[src/rtl/ext_pkg.sv]
// ext_pkg: shared definitions for the immediate extension unit.
`default_nettype none

package ext_pkg;

  typedef enum logic [1:0] {
    MODE_SIGN    = 2'b00,
    MODE_ZERO    = 2'b01,
    MODE_UPPER   = 2'b10,
    MODE_ILLEGAL = 2'b11
  } ext_mode_e;

  localparam int EXT_DEF_IN_W  = 17;
  localparam int EXT_DEF_OUT_W = 32;
  localparam int EXT_DEF_DEPTH = 2;

endpackage : ext_pkg

`default_nettype wire

[src/rtl/ext_fifo.sv]
// ext_fifo: DEPTH-entry synchronous FIFO with async active-low reset.
`default_nettype none

module ext_fifo
  import ext_pkg::*;
#(
  parameter int WIDTH = EXT_DEF_OUT_W + 1,
  parameter int DEPTH = EXT_DEF_DEPTH
) (
  input  logic             clock,
  input  logic             reset_n,
  input  logic             push_i,
  input  logic             pop_i,
  input  logic [WIDTH-1:0] din_i,
  output logic [WIDTH-1:0] dout_o,
  output logic             full_o,
  output logic             empty_o
);

  localparam int PTR_W = $clog2(DEPTH);
  localparam int CNT_W = PTR_W + 1;

  logic [WIDTH-1:0] mem_q [DEPTH];
  logic [PTR_W-1:0] wr_ptr_q, rd_ptr_q;
  logic [CNT_W-1:0] count_q, count_d;
  logic             do_push, do_pop;

  assign full_o  = (count_q == CNT_W'(DEPTH));
  assign empty_o = (count_q == '0);

  // A full FIFO refuses a push even when a pop frees a slot this cycle.
  assign do_push = push_i & ~full_o;
  assign do_pop  = pop_i & ~empty_o;

  assign count_d = count_q + CNT_W'(do_push) - CNT_W'(do_pop);
  assign dout_o  = mem_q[rd_ptr_q];

  always_ff @(posedge clock or negedge reset_n) begin
    if (!reset_n) begin
      wr_ptr_q <= '0;
      rd_ptr_q <= '0;
      count_q  <= '0;
      for (int i = 0; i < DEPTH; i++) begin
        mem_q[i] <= '0;
      end
    end else begin
      if (do_push) begin
        mem_q[wr_ptr_q] <= din_i;
        wr_ptr_q        <= wr_ptr_q + PTR_W'(1);
      end
      if (do_pop) begin
        rd_ptr_q <= rd_ptr_q + PTR_W'(1);
      end
      count_q <= count_d;
    end
  end

endmodule : ext_fifo

`default_nettype wire

[src/rtl/ext_unit.sv]
// ext_unit: sign/zero/upper immediate extension into a buffered result stream.
`default_nettype none

module ext_unit
  import ext_pkg::*;
#(
  parameter int IN_W  = EXT_DEF_IN_W,
  parameter int OUT_W = EXT_DEF_OUT_W,
  parameter int DEPTH = EXT_DEF_DEPTH
) (
  input  logic             clock,
  input  logic             reset_n,
  input  logic             in_valid,
  output logic             in_ready,
  input  logic [IN_W-1:0]  in_data,
  input  logic [1:0]       in_mode,
  output logic             out_valid,
  input  logic             out_ready,
  output logic [OUT_W-1:0] out_data,
  output logic             out_err,
  output logic [15:0]      ext_count
);

  localparam int EXT_W = OUT_W - IN_W;

  logic             full, empty, accept;
  logic [OUT_W-1:0] ext_data;
  logic             ext_err;
  logic [OUT_W:0]   fifo_dout;
  logic [15:0]      ext_count_q, ext_count_d;

  assign in_ready  = ~full;
  assign out_valid = ~empty;
  assign accept    = in_valid & ~full;

  always_comb begin
    ext_data = {{EXT_W{in_data[IN_W-1]}}, in_data};
    ext_err  = 1'b0;
    case (in_mode)
      MODE_SIGN:    ext_data = {{EXT_W{in_data[IN_W-1]}}, in_data};
      MODE_ZERO:    ext_data = {{EXT_W{1'b0}}, in_data};
      MODE_UPPER:   ext_data = {in_data, {EXT_W{1'b0}}};
      MODE_ILLEGAL: ext_err  = 1'b1;
      default:      ext_err  = 1'b1;
    endcase
  end

  ext_fifo #(
    .WIDTH (OUT_W + 1),
    .DEPTH (DEPTH)
  ) u_fifo (
    .clock   (clock),
    .reset_n (reset_n),
    .push_i  (in_valid),
    .pop_i   (out_ready),
    .din_i   ({ext_err, ext_data}),
    .dout_o  (fifo_dout),
    .full_o  (full),
    .empty_o (empty)
  );

  assign out_err  = fifo_dout[OUT_W];
  assign out_data = fifo_dout[OUT_W-1:0];

  assign ext_count_d = accept ? ext_count_q + 16'd1 : ext_count_q;
  assign ext_count   = ext_count_q;

  always_ff @(posedge clock or negedge reset_n) begin
    if (!reset_n) begin
      ext_count_q <= '0;
    end else begin
      ext_count_q <= ext_count_d;
    end
  end

endmodule : ext_unit

`default_nettype wire

[config.mk]
export PLATFORM = sky130hd
export DESIGN_NAME = ext_unit
export DESIGN_NICKNAME = d
export VERILOG_FILES = /design/src/rtl/ext_pkg.sv /design/src/rtl/ext_fifo.sv /design/src/rtl/ext_unit.sv
export SDC_FILE = /design/constraint.sdc
export NUM_CORES = 1
export LEC_CHECK = 0
export ABC_AREA = 1
export BUFFER_PORTS_ARGS = -buffer_cell sky130_fd_sc_hd__buf_2
export CORE_MARGIN = 1
export CORE_UTILIZATION = 25
export DETAILED_ROUTE_END_ITERATION = 8
export HOLD_SLACK_MARGIN = 0.03
export PLACE_DENSITY_LB_ADDON = 0.12
export SYNTH_ARGS = -nofsm -noshare
export SYNTH_HDL_FRONTEND = slang
export SYNTH_SLANG_ARGS = --single-unit
[constraint.sdc]
create_clock -name clock -period 2 [get_ports clock]
set_input_delay 0.5 -clock clock [delete_from_list [all_inputs] [get_ports clock]]
set_output_delay 0.5 -clock clock [all_outputs]
set_load 0.02 [all_outputs]
==> results of run 1 <==
==> final cells by class <==
cell class | instances | area [um^2]
Multi-Input combinational cell | 350 | 1710
Clock buffer | 15 | 268
Timing Repair Buffer | 88 | 578
Tap cell | 220 | 275
Inverter | 70 | 263
Sequential cell | 86 | 2150
Fill cell | 1778 | 11400
Clock inverter | 1 | 5.00
==> cells in the final DEF, fill, tap and decap left out, types with 2 or more instances in the layout <==
cell type  count
nor2_1        28
dfrtp_1       85
nor2_2         2
o21ai_0       41
clkbuf_1       4
ha_1           6
nand4_1        3
xor2_1         6
nand2_1      197
xnor2_1        8
nor3_1         2
clkbuf_8       2
nand3_1        5
clkbuf_16     10
o21ai_1       20
inv_2          3
o21ai_2       23
nor2_4         3
buf_4         11
buf_2         70
inv_1         67
buf_12         6
==> per-stage QoR <==
| stage | power, mW | utilization, % | instance area [um^2] | hold WS, ps | cells |
|---|---|---|---|---|---|
| after floorplan | 5.22 | - | 4280 | 204 | 529 |
| after global routing | 8.67 | 31.6 | 5250 | 72.4 | 830 |
| after detailed placement | 6.38 | 29.7 | 4940 | 433 | 813 |
| after global placement | 6.31 | 29.7 | 4940 | 427 | 813 |
| final | 8.03 | 31.6 | 5250 | 56.2 | 830 |
| after CTS | 8.05 | 31.3 | 5210 | 63.0 | 829 |
==> synth_stat cells, drive strengths merged <==
cell type | instances | area (um^2)
nand2 | 200 | 777
dfrtp | 86 | 2150
o21ai | 84 | 495
inv | 70 | 263
nor2 | 33 | 151
buf | 16 | 138
xnor2 | 8 | 70.1
clkbuf | 7 | 27.5
ha | 6 | 75.1
nand3 | 6 | 35.0
xor2 | 6 | 52.6
nand4 | 3 | 18.8
nor3 | 2 | 10.0
o22ai | 1 | 6.26
or2 | 1 | 6.26
==> per-layer routing <==
| metal | global-route usage (%) | wire length [um] |
|---|---|---|
| met5 | 0 | 0 |
| met4 | 7.15 | 299 |
| met3 | 2.61 | 387 |
| met2 | 21.8 | 5510 |
| met1 | 19.1 | 5810 |
==> logic make-up after synthesis <==
group                    synth area share [%]
AND/OR/NAND/NOR                          23.3
buffers and inverters                    10.0
flip-flops                               50.3
AO/OA/AOI/OAI                            11.7
XOR/XNOR                                 2.87
adder cells (fa/ha/maj)                  1.75
==> power groups by stage <==
stage / Sequential [mW] / Clock (mW) / Combinational (mW)
detailed placement: 2.82 / 0 / 3.56
CTS: 2.80 / 1.66 / 3.59
global placement: 2.81 / 0 / 3.51
finish: 2.81 / 1.59 / 3.63
global route: 2.89 / 1.74 / 4.05
floorplan: 2.83 / 0 / 2.40
==> critical path, stage by stage, from the launching register on <==
cell       delay [ps]
dfrtp_2           450
clkbuf_16         220
o21ai_1           230
buf_2             220
==> registers in the layout, summed over array words and instances, names as in the netlist <==
signal and flops:
u_fifo.rd_ptr_q 1, u_fifo.count_q 2, u_fifo.wr_ptr_q 1, u_fifo.mem_q 66, ext_count 16
==> how the worst max path moves through the flow <==
stage,cells after the start,endpoint,start,slack (ps)
CTS,4,out_data[16],u_fifo.rd_ptr_q,2
finish,3,out_data[23],u_fifo.rd_ptr_q,30
floorplan,3,out_data[25],u_fifo.rd_ptr_q,300
global placement,9,u_fifo.mem_q[49],in_mode[0],140
global route,5,out_data[16],u_fifo.rd_ptr_q,-20
detailed placement,9,u_fifo.mem_q[49],in_mode[0],130
==> what timing repair did <==
item                       4_1_cts  5_1_grt
setup endpoints to repair        5        8
resized for setup                6        9
cloned                           0        1
hold endpoints to repair         0        0
==> impl_metrics.csv, run 1 <==
group,metric,value,unit
status,status,"complete, no violations",
sta,fmax,508,MHz
global_routing,antenna_found_initial,0,
power_and_ir_drop,switching_share,43.0,%
worst_setup_path,worst_ep_required_time,1500,ps
sta,relSlewSlack,75.6,%
power_and_ir_drop,pwr-share-seq,35.0,%
worst_setup_path,r2r_cells,7,
sta,setup_viol_count_final,0,
routing,vias,3493,
sta,finalCritPeriodShare,98.5,%
logic_synthesis,syn_area_per_cell,8.09,um^2
floorplan,start_util,25.7,%
cts,holdBufCountCts,0,
sta,maxSlewViolCount,0,
cts,cts_max_path_buffers,2,
worst_setup_path,r2r-start,"u_fifo.count_q[1]",
floorplan,die_area,17600,um^2
power_and_ir_drop,power.density,1530,nW/um^2
worst_setup_path,cp-end-kind,"output port",
power_and_ir_drop,p_clk_share,19.8,%
global_routing,track_usage,14.2,%
logic_synthesis,ys_seq_area_share,50.3,%
cts,cts.sinks,86,
final_layout,drive_gt1_share,22.5,%
cts,postCtsSetupBuffers,0,
sta,timing.setup.tns,0,ps
placement,place_ws,126,ps
routing,first_pass_iters,4,
routing,via_per_inst,4.21,
floorplan,fp-row-count,47,
logic_synthesis,synthCells,529,
routing,ant_nets,0,
cts,cts_buffers,9,
worst_setup_path,reg2reg_to,"u_fifo.count_q[1]",
power_and_ir_drop,ir_drop,0.621,mV
routing,routedWlPerCell,14.5,um
cts,clk_latency,340,ps
global_routing,grt_pass1_vias,3468,
worst_setup_path,r2r_slack,370,ps
logic_synthesis,yosysUniqueCellTypes,28,
power_and_ir_drop,power.switching,3.45,mW
flow_run,drv_cap,0,
routing,drt_iter0_markers,127,
placement,dp_hpwl,7990,um
final_layout,antenna_cells,0,
global_routing,grt_max_degree,65,
floorplan,coreArea,16600,um^2
worst_setup_path,crit_fanout,29,
sta,postLayoutSetupSlackWorst,29.6,ps
final_layout,area_growth,22.8,%
global_routing,grt.overflow.total,0,
routing,routed_wl,12000,um
power_and_ir_drop,combPwrFrac,45.2,%
logic_synthesis,syn_area,4280,um^2
power_and_ir_drop,p_int,4.58,mW
placement,gp_congestion,0.712,
sta,rsz0062_at_grt,"true",
sta,tightest_slew,367,ps
final_layout,final_nets,634,
cts,h-tree-depth,3,
worst_setup_path,critPathArrivalTime,1470,ps
global_routing,grt_pass1_wl,19100,um
cts,cts_root_buf,"clkbuf_16",
worst_setup_path,cp-start-kind,"register",
floorplan,ios,74,
sta,hold_viol,0,
sta,min_period,1970,ps
worst_setup_path,crit_type,"reg2out",
logic_synthesis,synth_nets,558,
cts,cts_tree,"built",
min_path,hold_path_class,"in2async",
placement,port_buffers,73,
routing,post-route-drc-count,0,
sta,fin_skew,3.87,ps
cts,clk_pin_slew_worst_paths,60,ps
logic_synthesis,yosys_warnings,0,
floorplan,dieWidth,133,um
logic_synthesis,ys_ff_latch,86,
floorplan,dieHeight,133,um
power_and_ir_drop,p_leak,2.72,nW
No activity file was read; power rests on OpenSTA's default activity.
==> run 2: changes to the inputs <==
- CORE_ASPECT_RATIO: default -> 1.4
- CTS_CLUSTER_DIAMETER: default -> 80
==> impl_metrics.csv, run 2 (same netlist as run 1, synthesis figures left out) <==
group,metric,value,unit
sta,finalCritPeriodShare,96.8,%
sta,hold_viol,0,
worst_setup_path,crit_family,"flip-flops",
worst_setup_path,worst_ep_required_time,1500,ps
final_layout,multi_input_area,1700,um^2
cts,cts_max_path_buffers,2,
floorplan,dieWidth,113,um
routing,vias,3538,
final_layout,final_nets,637,
worst_setup_path,cp-startpoint,"u_fifo.rd_ptr_q",
sta,setup_viol_count_final,0,
cts,cts.sinks,86,
worst_setup_path,critPathArrivalTime,1440,ps
sta,min_period,1940,ps
routing,ant_nets,0,
cts,postCtsSetupBuffers,0,
power_and_ir_drop,ir_drop,0.545,mV
global_routing,grt.overflow.total,0,
sta,whs,109,ps
placement,gp_congestion,0.790,
global_routing,track_usage,14.5,%
routing,routedWlPerCell,14.3,um
power_and_ir_drop,p_leak,2.72,nW
worst_setup_path,critical_path.cell_chain,"buf_12, o21ai_0, buf_2",
cts,cts_root_buf,"clkbuf_16",
cts,cts_tree,"built",
routing,routed_wl,11700,um
global_routing,grt_max_degree,66,
routing,first_pass_iters,4,
placement,port_buffers,73,
cts,clk_pin_slew_worst_paths,60,ps
floorplan,fp-row-count,56,
cts,clk_latency,340,ps
routing,via_per_inst,4.34,
power_and_ir_drop,power.density,1520,nW/um^2
worst_setup_path,r2r-start,"u_fifo.count_q[1]",
floorplan,start_util,25.5,%
floorplan,ios,74,
final_layout,mostFrequentLayoutCell,"nand2_1",
sta,maxSlewViolCount,0,
global_routing,grt_pass1_wl,19300,um
cts,h-tree-depth,3,
sta,rsz0062_at_grt,"true",
floorplan,dieHeight,157,um
final_layout,largest_register_ffs,66,
final_layout,fillers,1829,
cts,holdBufCountCts,0,
sta,fmax,517,MHz
final_layout,final_cell_mix,"nand2_1, dfrtp_1, buf_2",
cts,cts_buffers,9,
final_layout,area_growth,21.9,%
min_path,hold_path_class,"in2async",
routing,post-route-drc-count,0,
worst_setup_path,cp-end-kind,"output port",
flow_run,drv_cap,0,
final_layout,largest-register,"u_fifo.mem_q",
sta,fin_skew,5.17,ps
sta,relSlewSlack,68.8,%
worst_setup_path,crit_fanout,31,
power_and_ir_drop,p_total,7.93,mW
final_layout,regArea,2150,um^2
sta,tightest_slew,468,ps
final_layout,drive_gt1_share,22.5,%
worst_setup_path,crit_type,"reg2out",
floorplan,die_area,17600,um^2
routing,drt_iter0_markers,117,
status,status,"complete, no violations",
worst_setup_path,max_stage_delay,450,ps
global_routing,grt_pass1_vias,3604,
global_routing,antenna_found_initial,0,
placement,dp_hpwl,8390,um
floorplan,coreArea,16700,um^2
worst_setup_path,cp_slowest_cell,"dfrtp_2",
worst_setup_path,cp-start-kind,"register",
worst_setup_path,critPathBufInv,2,
final_layout,antenna_cells,0,
[run 2: cell types whose count changed in the layout (fill, tap and decap cells not counted), sizes merged]
cell	delta
clkbuf	-1
buf	+4
[run 2: metal layers]
metal	GRT usage [%]	share of wire (%)	routed length (um)	up-vias
li1	-	-	-	1777
met1	17.3	43	5020	1677
met2	24.5	50	5840	73
met3	4.30	5.4	631	11
met4	5.65	1.8	206	0
met5	0	0	0	-
[run 2: where the power goes]
| part | total (mW) | switching, mW | internal, mW |
|---|---|---|---|
| registers | 2.81 | 0.375 | 2.43 |
| logic | 3.55 | 2.33 | 1.22 |
| clock network | 1.57 | 0.657 | 0.910 |
[run 2: layout make-up]
| class | instances | area share [%] |
|---|---|---|
| sequential | 86 | 41.3 |
| inverter | 70 | 5.04 |
| timing repair buffer | 91 | 10.9 |
| multi-input combinational | 350 | 32.6 |
| clock buffer | 15 | 5.13 |
| clock inverter | 1 | 0.0960 |
| tap | 203 | 4.87 |
[run 2: per-stage QoR]
step           setup slack, ps  util (%)  area (um^2)  TNS (ps)  instances
5_1_grt                  -6.01      31.1         5220     -16.0        816
3_5_place_dp               123      29.5         4930         0        800
2_1_floorplan              300         -         4280         0        529
6_report                  64.9      31.1         5220         0        816
3_3_place_gp               101      29.5         4930         0        800
4_1_cts                   2.27      31.1         5210         0        816
[run 2: final timing paths]
path | depth (start not counted) | to | slack [ps]
worst max-delay path | 3 | out_data[30] | 60
worst min-delay path | 1 | u_fifo.mem_q[10] | 110
worst max register to register | 7 | u_fifo.count_q[1] | 400
worst min register to register | 2 | u_fifo.mem_q[13] | 470
max in group asynchronous | 2 | u_fifo.rd_ptr_q | 1340
min in group clock | 3 | u_fifo.rd_ptr_q | 450
[run 2: timing repair]
item,4_1_cts,5_1_grt
endpoints found under the setup margin,6,10
gates cloned,0,0
gates resized for setup,6,10
pin swaps,0,0
